File: config.mk
export PLATFORM = sky130hd
export DESIGN_NAME = logo_bounce_engine_flat
export DESIGN_NICKNAME = d
export VERILOG_FILES = /design/src/rtl/logo_bounce_engine_pkg.sv /design/src/rtl/logo_bounce_engine_if.sv /design/src/rtl/logo_bounce_engine_bounce_axis.sv /design/src/rtl/logo_bounce_engine.sv /design/src/flat_wrapper.sv
export SDC_FILE = /design/constraint.sdc
export NUM_CORES = 1
export LEC_CHECK = 0
export ABC_CLOCK_PERIOD_IN_PS = 3200
export BUFFER_PORTS_ARGS = -buffer_cell sky130_fd_sc_hd__buf_2
export CORE_MARGIN = 5
export CORE_UTILIZATION = 39
export CTS_BUF_LIST = sky130_fd_sc_hd__clkbuf_8
export DETAILED_ROUTE_END_ITERATION = 10
export MAX_ROUTING_LAYER = met4
export SYNTH_ARGS = -nofsm -noshare
export SYNTH_HDL_FRONTEND = slang
export SYNTH_SLANG_ARGS = --single-unit
File: constraint.sdc
create_clock -name clk -period 3.2 [get_ports clk]
set_clock_uncertainty 0.2 [all_clocks]
set_input_delay 0.64 -clock clk [delete_from_list [all_inputs] [get_ports clk]]
set_output_delay 0.64 -clock clk [all_outputs]
set_load 0.02 [all_outputs]
File: src/rtl/logo_bounce_engine_pkg.sv
// Shared VGA timing constants, logo colour table and direction encoding
// for the bouncing-logo engine.
package logo_bounce_engine_pkg;

  localparam int VGA_H_ACTIVE = 640;
  localparam int VGA_V_ACTIVE = 480;
  localparam int VGA_H_TOTAL  = 800;
  localparam int VGA_V_TOTAL  = 525;

  localparam logic [11:0] BG_COLOR = 12'h000;

  typedef enum logic {
    DIR_POS = 1'b0,
    DIR_NEG = 1'b1
  } dir_e;

  function automatic logic [11:0] palette_color(input logic [2:0] idx);
    palette_color = BG_COLOR;
    case (idx)
      3'd0: palette_color = 12'hF00;
      3'd1: palette_color = 12'h0F0;
      3'd2: palette_color = 12'h00F;
      3'd3: palette_color = 12'hFF0;
      3'd4: palette_color = 12'h0FF;
      3'd5: palette_color = 12'hF0F;
      3'd6: palette_color = 12'hFFF;
      3'd7: palette_color = 12'hF80;
      default: palette_color = BG_COLOR;
    endcase
  endfunction

endpackage

File: src/rtl/logo_bounce_engine_if.sv
// Scan-count inputs and pixel/position outputs of the bounce engine;
// master drives the screen counts, slave is the engine. No backpressure.
interface logo_bounce_engine_if #(
  parameter int CNT_W = 10
);
  logic             frame_tick;
  logic [CNT_W-1:0] h_count;
  logic [CNT_W-1:0] v_count;
  logic             pause;
  logic [11:0]      rgb;
  logic             pixel_on;
  logic [CNT_W-1:0] logo_x;
  logic [CNT_W-1:0] logo_y;
  logic             bounce;

  modport master (
    output frame_tick, h_count, v_count, pause,
    input  rgb, pixel_on, logo_x, logo_y, bounce
  );

  modport slave (
    input  frame_tick, h_count, v_count, pause,
    output rgb, pixel_on, logo_x, logo_y, bounce
  );
endinterface

File: src/rtl/logo_bounce_engine_bounce_axis.sv
// One axis of logo motion: position register, direction flag, clamp/reflect.
// Position updates on the step_en edge; hit is combinational and flags a reflection on that step.
module bounce_axis
  import logo_bounce_engine_pkg::*;
#(
  parameter int CNT_W = 10,
  parameter int LIMIT = 640,
  parameter int SIZE  = 64,
  parameter int STEP  = 2,
  parameter int INIT  = 100
) (
  input  logic             clk,
  input  logic             rst_n,
  input  logic             step_en,
  output logic [CNT_W-1:0] pos,
  output logic             hit
);

  // One extra bit keeps pos+STEP from wrapping near the far edge.
  localparam logic [CNT_W:0] MAX_W  = (CNT_W+1)'(LIMIT - SIZE);
  localparam logic [CNT_W:0] STEP_W = (CNT_W+1)'(STEP);

  dir_e           dir;
  logic [CNT_W:0] pos_w;
  logic [CNT_W:0] fwd_sum;
  logic           edge_hit;

  always_comb begin
    pos_w    = {1'b0, pos};
    fwd_sum  = pos_w + STEP_W;
    edge_hit = (dir == DIR_POS) ? (fwd_sum >= MAX_W) : (pos_w <= STEP_W);
    hit      = step_en & edge_hit;
  end

  always_ff @(posedge clk or negedge rst_n) begin
    if (!rst_n) begin
      pos <= CNT_W'(INIT);
      dir <= DIR_POS;
    end else if (step_en) begin
      if (dir == DIR_POS) begin
        if (edge_hit) begin
          pos <= MAX_W[CNT_W-1:0];
          dir <= DIR_NEG;
        end else begin
          pos <= fwd_sum[CNT_W-1:0];
        end
      end else begin
        if (edge_hit) begin
          pos <= '0;
          dir <= DIR_POS;
        end else begin
          pos <= pos - STEP_W[CNT_W-1:0];
        end
      end
    end
  end

endmodule

File: src/rtl/logo_bounce_engine.sv
// Bouncing logo: per-frame motion with colour change on each bounce, plus registered pixel colour.
// Pixel path has 1-cycle latency; no backpressure, one pixel accepted every clock.
module logo_bounce_engine
  import logo_bounce_engine_pkg::*;
#(
  parameter int H_ACTIVE = VGA_H_ACTIVE,
  parameter int V_ACTIVE = VGA_V_ACTIVE,
  parameter int CNT_W    = 10,
  parameter int LOGO_W   = 64,
  parameter int LOGO_H   = 32,
  parameter int STEP     = 2,
  parameter int X_INIT   = 100,
  parameter int Y_INIT   = 50
) (
  input logic                 clk,
  input logic                 rst_n,
  logo_bounce_engine_if.slave bus
);

  if (X_INIT > H_ACTIVE - LOGO_W || Y_INIT > V_ACTIVE - LOGO_H || STEP < 1) begin : g_param_check
    $error("logo_bounce_engine: initial position off-screen or STEP < 1");
  end

  localparam logic [CNT_W:0] H_ACT_W  = (CNT_W+1)'(H_ACTIVE);
  localparam logic [CNT_W:0] V_ACT_W  = (CNT_W+1)'(V_ACTIVE);
  localparam logic [CNT_W:0] LOGO_W_W = (CNT_W+1)'(LOGO_W);
  localparam logic [CNT_W:0] LOGO_H_W = (CNT_W+1)'(LOGO_H);

  logic             step_en;
  logic             x_hit;
  logic             y_hit;
  logic [CNT_W-1:0] logo_x;
  logic [CNT_W-1:0] logo_y;
  logic [2:0]       color_idx;
  logic             bounce_q;
  logic             pixel_on_q;
  logic [11:0]      rgb_q;

  assign step_en = bus.frame_tick & ~bus.pause;

  bounce_axis #(
    .CNT_W (CNT_W),
    .LIMIT (H_ACTIVE),
    .SIZE  (LOGO_W),
    .STEP  (STEP),
    .INIT  (X_INIT)
  ) u_axis_x (
    .clk     (clk),
    .rst_n   (rst_n),
    .step_en (step_en),
    .pos     (logo_x),
    .hit     (x_hit)
  );

  bounce_axis #(
    .CNT_W (CNT_W),
    .LIMIT (V_ACTIVE),
    .SIZE  (LOGO_H),
    .STEP  (STEP),
    .INIT  (Y_INIT)
  ) u_axis_y (
    .clk     (clk),
    .rst_n   (rst_n),
    .step_en (step_en),
    .pos     (logo_y),
    .hit     (y_hit)
  );

  // A corner hit still advances the colour once and gives a single pulse.
  always_ff @(posedge clk or negedge rst_n) begin
    if (!rst_n) begin
      color_idx <= 3'd0;
      bounce_q  <= 1'b0;
    end else begin
      bounce_q <= x_hit | y_hit;
      if (x_hit | y_hit) begin
        color_idx <= color_idx + 3'd1;
      end
    end
  end

  logic [CNT_W:0] h_w;
  logic [CNT_W:0] v_w;
  logic           in_logo;
  logic           active;

  always_comb begin
    h_w     = {1'b0, bus.h_count};
    v_w     = {1'b0, bus.v_count};
    in_logo = (h_w >= {1'b0, logo_x}) && (h_w < {1'b0, logo_x} + LOGO_W_W) &&
              (v_w >= {1'b0, logo_y}) && (v_w < {1'b0, logo_y} + LOGO_H_W);
    active  = (h_w < H_ACT_W) && (v_w < V_ACT_W);
  end

  // Position seen here is the pre-update one during the frame_tick cycle.
  always_ff @(posedge clk or negedge rst_n) begin
    if (!rst_n) begin
      pixel_on_q <= 1'b0;
      rgb_q      <= 12'h000;
    end else begin
      pixel_on_q <= in_logo & active;
      if (!active) begin
        rgb_q <= 12'h000;
      end else if (in_logo) begin
        rgb_q <= palette_color(color_idx);
      end else begin
        rgb_q <= BG_COLOR;
      end
    end
  end

  assign bus.logo_x   = logo_x;
  assign bus.logo_y   = logo_y;
  assign bus.bounce   = bounce_q;
  assign bus.pixel_on = pixel_on_q;
  assign bus.rgb      = rgb_q;

endmodule

File: src/flat_wrapper.sv
// flat-port wrapper written by rule: the top's interface ports become plain ports
module logo_bounce_engine_flat import logo_bounce_engine_pkg::*;
#(
  parameter int H_ACTIVE = VGA_H_ACTIVE,
  parameter int V_ACTIVE = VGA_V_ACTIVE,
  parameter int CNT_W    = 10,
  parameter int LOGO_W   = 64,
  parameter int LOGO_H   = 32,
  parameter int STEP     = 2,
  parameter int X_INIT   = 100,
  parameter int Y_INIT   = 50
)
  (clk, rst_n, bus_frame_tick, bus_h_count, bus_v_count, bus_pause, bus_rgb, bus_pixel_on, bus_logo_x, bus_logo_y, bus_bounce);
  logo_bounce_engine_if #(.CNT_W(CNT_W)) bus_i ();
  input logic clk;
  input logic rst_n;
  input wire logic [$bits(bus_i.frame_tick)-1:0] bus_frame_tick;
  input wire logic [$bits(bus_i.h_count)-1:0] bus_h_count;
  input wire logic [$bits(bus_i.v_count)-1:0] bus_v_count;
  input wire logic [$bits(bus_i.pause)-1:0] bus_pause;
  output wire logic [$bits(bus_i.rgb)-1:0] bus_rgb;
  output wire logic [$bits(bus_i.pixel_on)-1:0] bus_pixel_on;
  output wire logic [$bits(bus_i.logo_x)-1:0] bus_logo_x;
  output wire logic [$bits(bus_i.logo_y)-1:0] bus_logo_y;
  output wire logic [$bits(bus_i.bounce)-1:0] bus_bounce;
  assign bus_i.frame_tick = bus_frame_tick;
  assign bus_i.h_count = bus_h_count;
  assign bus_i.v_count = bus_v_count;
  assign bus_i.pause = bus_pause;
  assign bus_rgb = bus_i.rgb;
  assign bus_pixel_on = bus_i.pixel_on;
  assign bus_logo_x = bus_i.logo_x;
  assign bus_logo_y = bus_i.logo_y;
  assign bus_bounce = bus_i.bounce;
  logo_bounce_engine #(.H_ACTIVE(H_ACTIVE), .V_ACTIVE(V_ACTIVE), .CNT_W(CNT_W), .LOGO_W(LOGO_W), .LOGO_H(LOGO_H), .STEP(STEP), .X_INIT(X_INIT), .Y_INIT(Y_INIT)) u_core (.clk(clk), .rst_n(rst_n), .bus(bus_i));
endmodule
# Word level (Yosys, flattened, before mapping)
# Memory sizes are Yosys's and may differ from the RTL's.
# Index checks and enable logic that the tools add are counted.
# totals
regBits	39
mem_bits_ro	96
inputBits	24
output_inout_bits	34
word_cells	52
mem_count	1
# memory_table
memory	depth	word_bits	read_ports	rd_ports_with_merged_regs	wr	line_no	rtl
(no name shown)	8	12	1	0	0	logo_bounce_engine_pkg.sv:19	case (idx)
# op_classes
addsub	7
magnitude_cmp	10
muxes	16
n_bitwise	6
reduce_logical	4
# ops
cell	n
10-bit two-way mux	6
12-bit two-way mux	2
10-bit by 2-bit adder with 11-bit output (second input constant)	2
10-bit by 11-bit less-than comparator with 1-bit output	2
10-bit greater-or-equal comparator	2
10-bit by 2-bit <= comparator with 1-bit output (second input constant)	2
10-bit by 2-bit subtractor with 10-bit output (second input constant)	2
10-bit by 6-bit adder with 11-bit output (second input constant)	1
10-bit by 7-bit adder with 11-bit output (second input constant)	1
11-bit by 10-bit greater-or-equal comparator with 1-bit output (second input constant)	1
11-bit by 9-bit greater-or-equal comparator with 1-bit output (second input constant)	1
10-bit less-than comparator (second input constant)	1
10-bit by 9-bit less-than comparator with 1-bit output (second input constant)	1
1-bit two-way mux	8
1-bit bitwise AND	4
1-bit logical AND	4
3-bit by 1-bit adder with 3-bit output (second input constant)	1
1-bit NOT	1
1-bit OR	1

# Depth between registers and ports, before layout
# depth
ltp_word	7
depth_mapped	12
ltp_nobuf	11

# Modules after synthesis
# Synthesis repeated with hierarchy kept, for this count alone.
# unflattened
hier_cells	395
area_unflattened_um2	3325.7
# modules_own_cells
module	n_inst	cells_each	area_each_um2	seq_area_each_um2
logo_bounce_engine	1	156	1355.0	225.2
bounce_axis (u_core.u_axis_x)	1	124	1072.3	254.0
bounce_axis (u_core.u_axis_y)	1	115	898.4	254.0

# Least setup slack after synthesis
# OpenSTA, ideal clock, no wires.
# synth_timing
path_type	register to register
startpoint	reg u_core.u_axis_x.pos[6]
endpoint	reg u_core.rgb_q[10], in the netlist u_core.bus.rgb[10]
setup_ps	94
t_arrival_ps	2482
t_required_ps	2906
path_slack_ps	424
stages_incl_launch_ff	12
path_buffers	1
period_less_slack_ps	2776
cell_sequence	dfstp_2 > clkbuf_2 > inv_1 > ha_1 > inv_1 > ha_1 > a211o_1 > a21oi_1 > o2111ai_1 > and4b_1 > nand4_1 > a211oi_1
# synth_via
elab_chain_len	7
word_cells_on_any_way	8
classes_between	add/sub (1); order compare (2); mux (2); reduce/logical (3)
# synth_lines
item	line_no	rtl
start: declaration	logo_bounce_engine_bounce_axis.sv:15	output logic [CNT_W-1:0] pos,
start signal: assignment	logo_bounce_engine_bounce_axis.sv:37	pos <= CNT_W'(INIT);
start signal: assignment	logo_bounce_engine_bounce_axis.sv:42	pos <= MAX_W[CNT_W-1:0];
start signal: assignment	logo_bounce_engine_bounce_axis.sv:45	pos <= fwd_sum[CNT_W-1:0];
10-bit by 7-bit adder with 11-bit output	logo_bounce_engine.sv:90	in_logo = (h_w >= {1'b0, logo_x}) && (h_w < {1'b0, logo_x} + LOGO_W_W) &&
10-bit by 11-bit less-than comparator with 1-bit output	logo_bounce_engine.sv:90	
1-bit logical AND (*) (2 in a row)	logo_bounce_engine.sv:90	
1-bit logical AND (*)	logo_bounce_engine.sv:91	(v_w >= {1'b0, logo_y}) && (v_w < {1'b0, logo_y} + LOGO_H_W);
12-bit two-way mux (*)	logo_bounce_engine.sv:104	end else if (in_logo) begin
12-bit two-way mux (*)	logo_bounce_engine.sv:102	if (!active) begin
end signal: assignment	logo_bounce_engine.sv:105	rgb_q <= palette_color(color_idx);
end: declaration	logo_bounce_engine.sv:37	logic [11:0] rgb_q;
# Every way passes the cells marked *; elsewhere a longest branch is shown, timed or not.
# A chain may end at the register's enable or synchronous reset.

# Worst setup path after layout
# layout_timing
startpoint	reg u_core.u_axis_y.pos[1]
endpoint	reg u_core.rgb_q[10], in the netlist u_core.bus.rgb[10]
# layout_via
elab_chain_len	5
word_cells_on_any_way	7
classes_between	add/sub (1); order compare (2); mux (2); reduce/logical (2)
# layout_lines
item	line_no
start: declaration	logo_bounce_engine_bounce_axis.sv:15
start signal: assignment	logo_bounce_engine_bounce_axis.sv:37
start signal: assignment	logo_bounce_engine_bounce_axis.sv:42
start signal: assignment	logo_bounce_engine_bounce_axis.sv:45
10-bit by 6-bit adder with 11-bit output or 10-bit greater-or-equal comparator (tied branches)	logo_bounce_engine.sv:91
10-bit by 11-bit less-than comparator with 1-bit output or 1-bit logical AND (tied branches)	logo_bounce_engine.sv:91, logo_bounce_engine.sv:90
1-bit logical AND (*)	logo_bounce_engine.sv:91
12-bit two-way mux (*)	logo_bounce_engine.sv:104
12-bit two-way mux (*)	logo_bounce_engine.sv:102
# Marked as above.

==> results.cfg <==
[clock_tree]
cts_inserted_buffers = 5
htree_levels = 2
clockBufferDepth = 2
cts_hold_buf = 0
clock_latency_ns = 0.30
cts.sinks = 29
cts-resized-gates = 0
cts-root-buf = clkbuf_8
clk_pin_slew_ns = 0.08
cts_tree = built
post-cts-setup-buffers = 0

[setup_path]
crit_path_start = u_core.u_axis_y.pos[1]
end_kind = flop
crit_slowest_cell = dfstp_2
path_class = reg -> reg
path_delay_family = compound AO/OA/AOI/OAI gates
worstPathRequired_ns = 3.19
path_max_fanout = 7
cp.buffers_inverters = 1
path_cells = inv_1, ha_1, o21ai_0, a22oi_1, nor2b_1, o2111ai_1, and4b_1, nand4_1, a211oi_1
cp.arrival_ns = 2.89
r2r-start = u_core.u_axis_y.pos[1]
start_kind = flop
slowest_delay_ns = 0.62

[synthesis]
synth_top_area_share_pct = 19.0
synthArstFlopShare_pct = 100
synth_cells = 352
synth_largest_area_cell = dfrtp_1
synth.distinct_cells = 73
synthTopCellsByArea = dfrtp_1, ha_1, dfstp_2, inv_1, a21oi_1
synthFlopType = dfrtp_1
ys_warn_count = 0
ys_seq_area_share_pct = 24.2
netlist_area_sq_mm = 0.00304
synth-edff-count = 0
synth.avg_cell_area_sq_um = 8.62
yosys_register_bits = 29

[finish]
drive_gt1_share_pct = 25.6
num-fill-cells = 769
final_cell_mix = buf_2, ha_1, inv_1, dfrtp_1
area_delta_synth_final_pct = 14.2
seqCellArea_sq_um = 733
diodes = 0
fin_nets = 463
multi_input_area_sq_mm = 0.00199
final_common_cell = buf_2

[timing]
finalHoldViolCount = 0
finalSetupViolations = 0
fmax_mhz = 345
rsz0062_at_grt = false
worstMarginPinSlew_ns = 0.705
period_share_pct = 90.5
whs_ns = 0.187
period_minus_slack_ns = 2.89
fin_ws_ns = 0.305
slew_viol_final = 0
finalSetupTns_ns = 0
slew_headroom_pct = 53.0

[placement]
port_buffers = 53
post-place-ws_ns = 0.300
dp.final_hpwl_um = 6000
routabilityCongestion = 0.891

[route]
wirelength_um = 7980
postRouteAntennaNets = 0
drc = 0
drt_iter0_drc = 115
wire_per_inst_um = 16.0
dr_total_vias = 2819
viasPerCell = 5.64
first_pass_iters = 4

[die]
core_area_sq_mm = 0.00765
die_w_um = 98.2
fp.dieH_um = 98.2
start_util_pct = 39.7
die_area_sq_mm = 0.00965
placementRows = 32
boundaryPins = 58

[min_path]
min_path_type = in -> async

[grt]
grt_usage_pct = 17.5
antenna_found_initial = 0
gr-total-overflow = 0
grt_pass1_wl_um = 13600
grt_pass1_vias = 2793
grt_max_degree = 30

[power_and_ir_drop]
peakVddDrop_mv = 0.459
leakage_nw = 1.58
pwr_density_cell_mw_per_mm2 = 902

[run]
drv_cap = 0

[status]
outcome = finished clean
cell type report:
| type | instances | area share (%) |
|---|---|---|
| tap | 102 | 3.68 |
| clock buffer | 5 | 1.98 |
| multi-input combinational | 262 | 57.3 |
| clock inverter | 3 | 1.88 |
| sequential | 29 | 21.1 |
| timing repair buffer | 66 | 10.5 |
| inverter | 33 | 3.57 |
metrics by stage:
step / instances / total power, W / util (%) / instance area [sq um]
detailed placement: 492 / 0.00265 / 43.6 / 3330
global route: 500 / 0.00342 / 45.3 / 3470
finish: 500 / 0.00313 / 45.3 / 3470
CTS: 500 / 0.00314 / 45.3 / 3470
global placement: 492 / 0.00261 / 43.6 / 3330
floorplan: 353 / 0.00216 / - / 3040
synth_stat cells (2+ instances only):
library cell  number
a2111oi_0          2
a211o_1            3
a211oi_1           4
a21oi_1           22
a21oi_2            2
a221oi_1           3
a22o_1             4
a22oi_1            4
a31oi_1            3
a32oi_1            2
a41oi_1            4
and2_1             3
and3_1             2
buf_2              4
buf_4             13
buf_6              2
clkbuf_1           5
clkbuf_2           2
dfrtp_1           23
dfstp_2            6
ha_1              42
inv_1             30
inv_2              2
mux2i_1            2
nand2_1           22
nand2b_1           2
nand3_1           11
nand4_1            9
nor2_1            17
nor2_4             3
nor2b_1            4
nor3_1            10
nor3_2             2
nor4_1             2
o2111ai_1          3
o211ai_1           2
o21a_1             2
o21ai_0           18
o22ai_1            7
o31ai_1            4
or3_1              4
xnor2_1            9
xor2_1             2
flip-flops by register name, indices dropped and copies added (netlist names):
| register | cells |
|---|---|
| u_core.u_axis_x.pos | 9 |
| u_core.u_axis_x.dir | 1 |
| u_core.bus.rgb | 4 |
| u_core.u_axis_y.pos | 9 |
| u_core.bus.bounce | 1 |
| u_core.u_axis_y.dir | 1 |
| u_core.color_idx | 3 |
| u_core.bus.pixel_on | 1 |
final timing paths:
| path | endpoint | slack [ns] | cells after the start |
|---|---|---|---|
| max in group asynchronous | u_core.u_axis_y.pos[3] | 2.15 | 1 |
| max reg2reg | u_core.bus.rgb[10] | 0.31 | 9 |
| min | u_core.u_axis_x.pos[4] | 0.19 | 1 |
| max | u_core.bus.rgb[10] | 0.31 | 9 |
| min in group clk | u_core.color_idx[1] | 0.39 | 1 |
| min reg2reg | u_core.color_idx[1] | 0.39 | 1 |
routing by layer:
layer | part of all wire, % | track usage [%] | vias to the layer above
met5 | 0 | - | -
met4 | 1.6 | 4.62 | 0
met1 | 42 | 21.2 | 1315
met2 | 49 | 29.3 | 108
met3 | 7.4 | 4.07 | 16
li1 | - | - | 1380
report_power, final:
part | total (W) | internal (W) | switching, W | leakage [nW]
registers | 0.000763 | 0.000520 | 0.000243 | 0.353
logic | 0.00189 | 0.000745 | 0.00114 | 1.16
clock network | 0.000477 | 0.000310 | 0.000168 | 0.0681
total | 0.00313 | 0.00158 | 0.00155 | 1.58
cell families after synthesis:
family	Yosys count	share of synthesized area, %
fa+ha+maj	42	17.3
xor+xnor	11	3.17
simple gates	96	17.3
compound gates	108	26.3
flops	29	24.2
buf+inv	62	10.6
other cells	1	0.124
mux	3	1.15
Note: power is estimated with default switching activity, not from simulation.
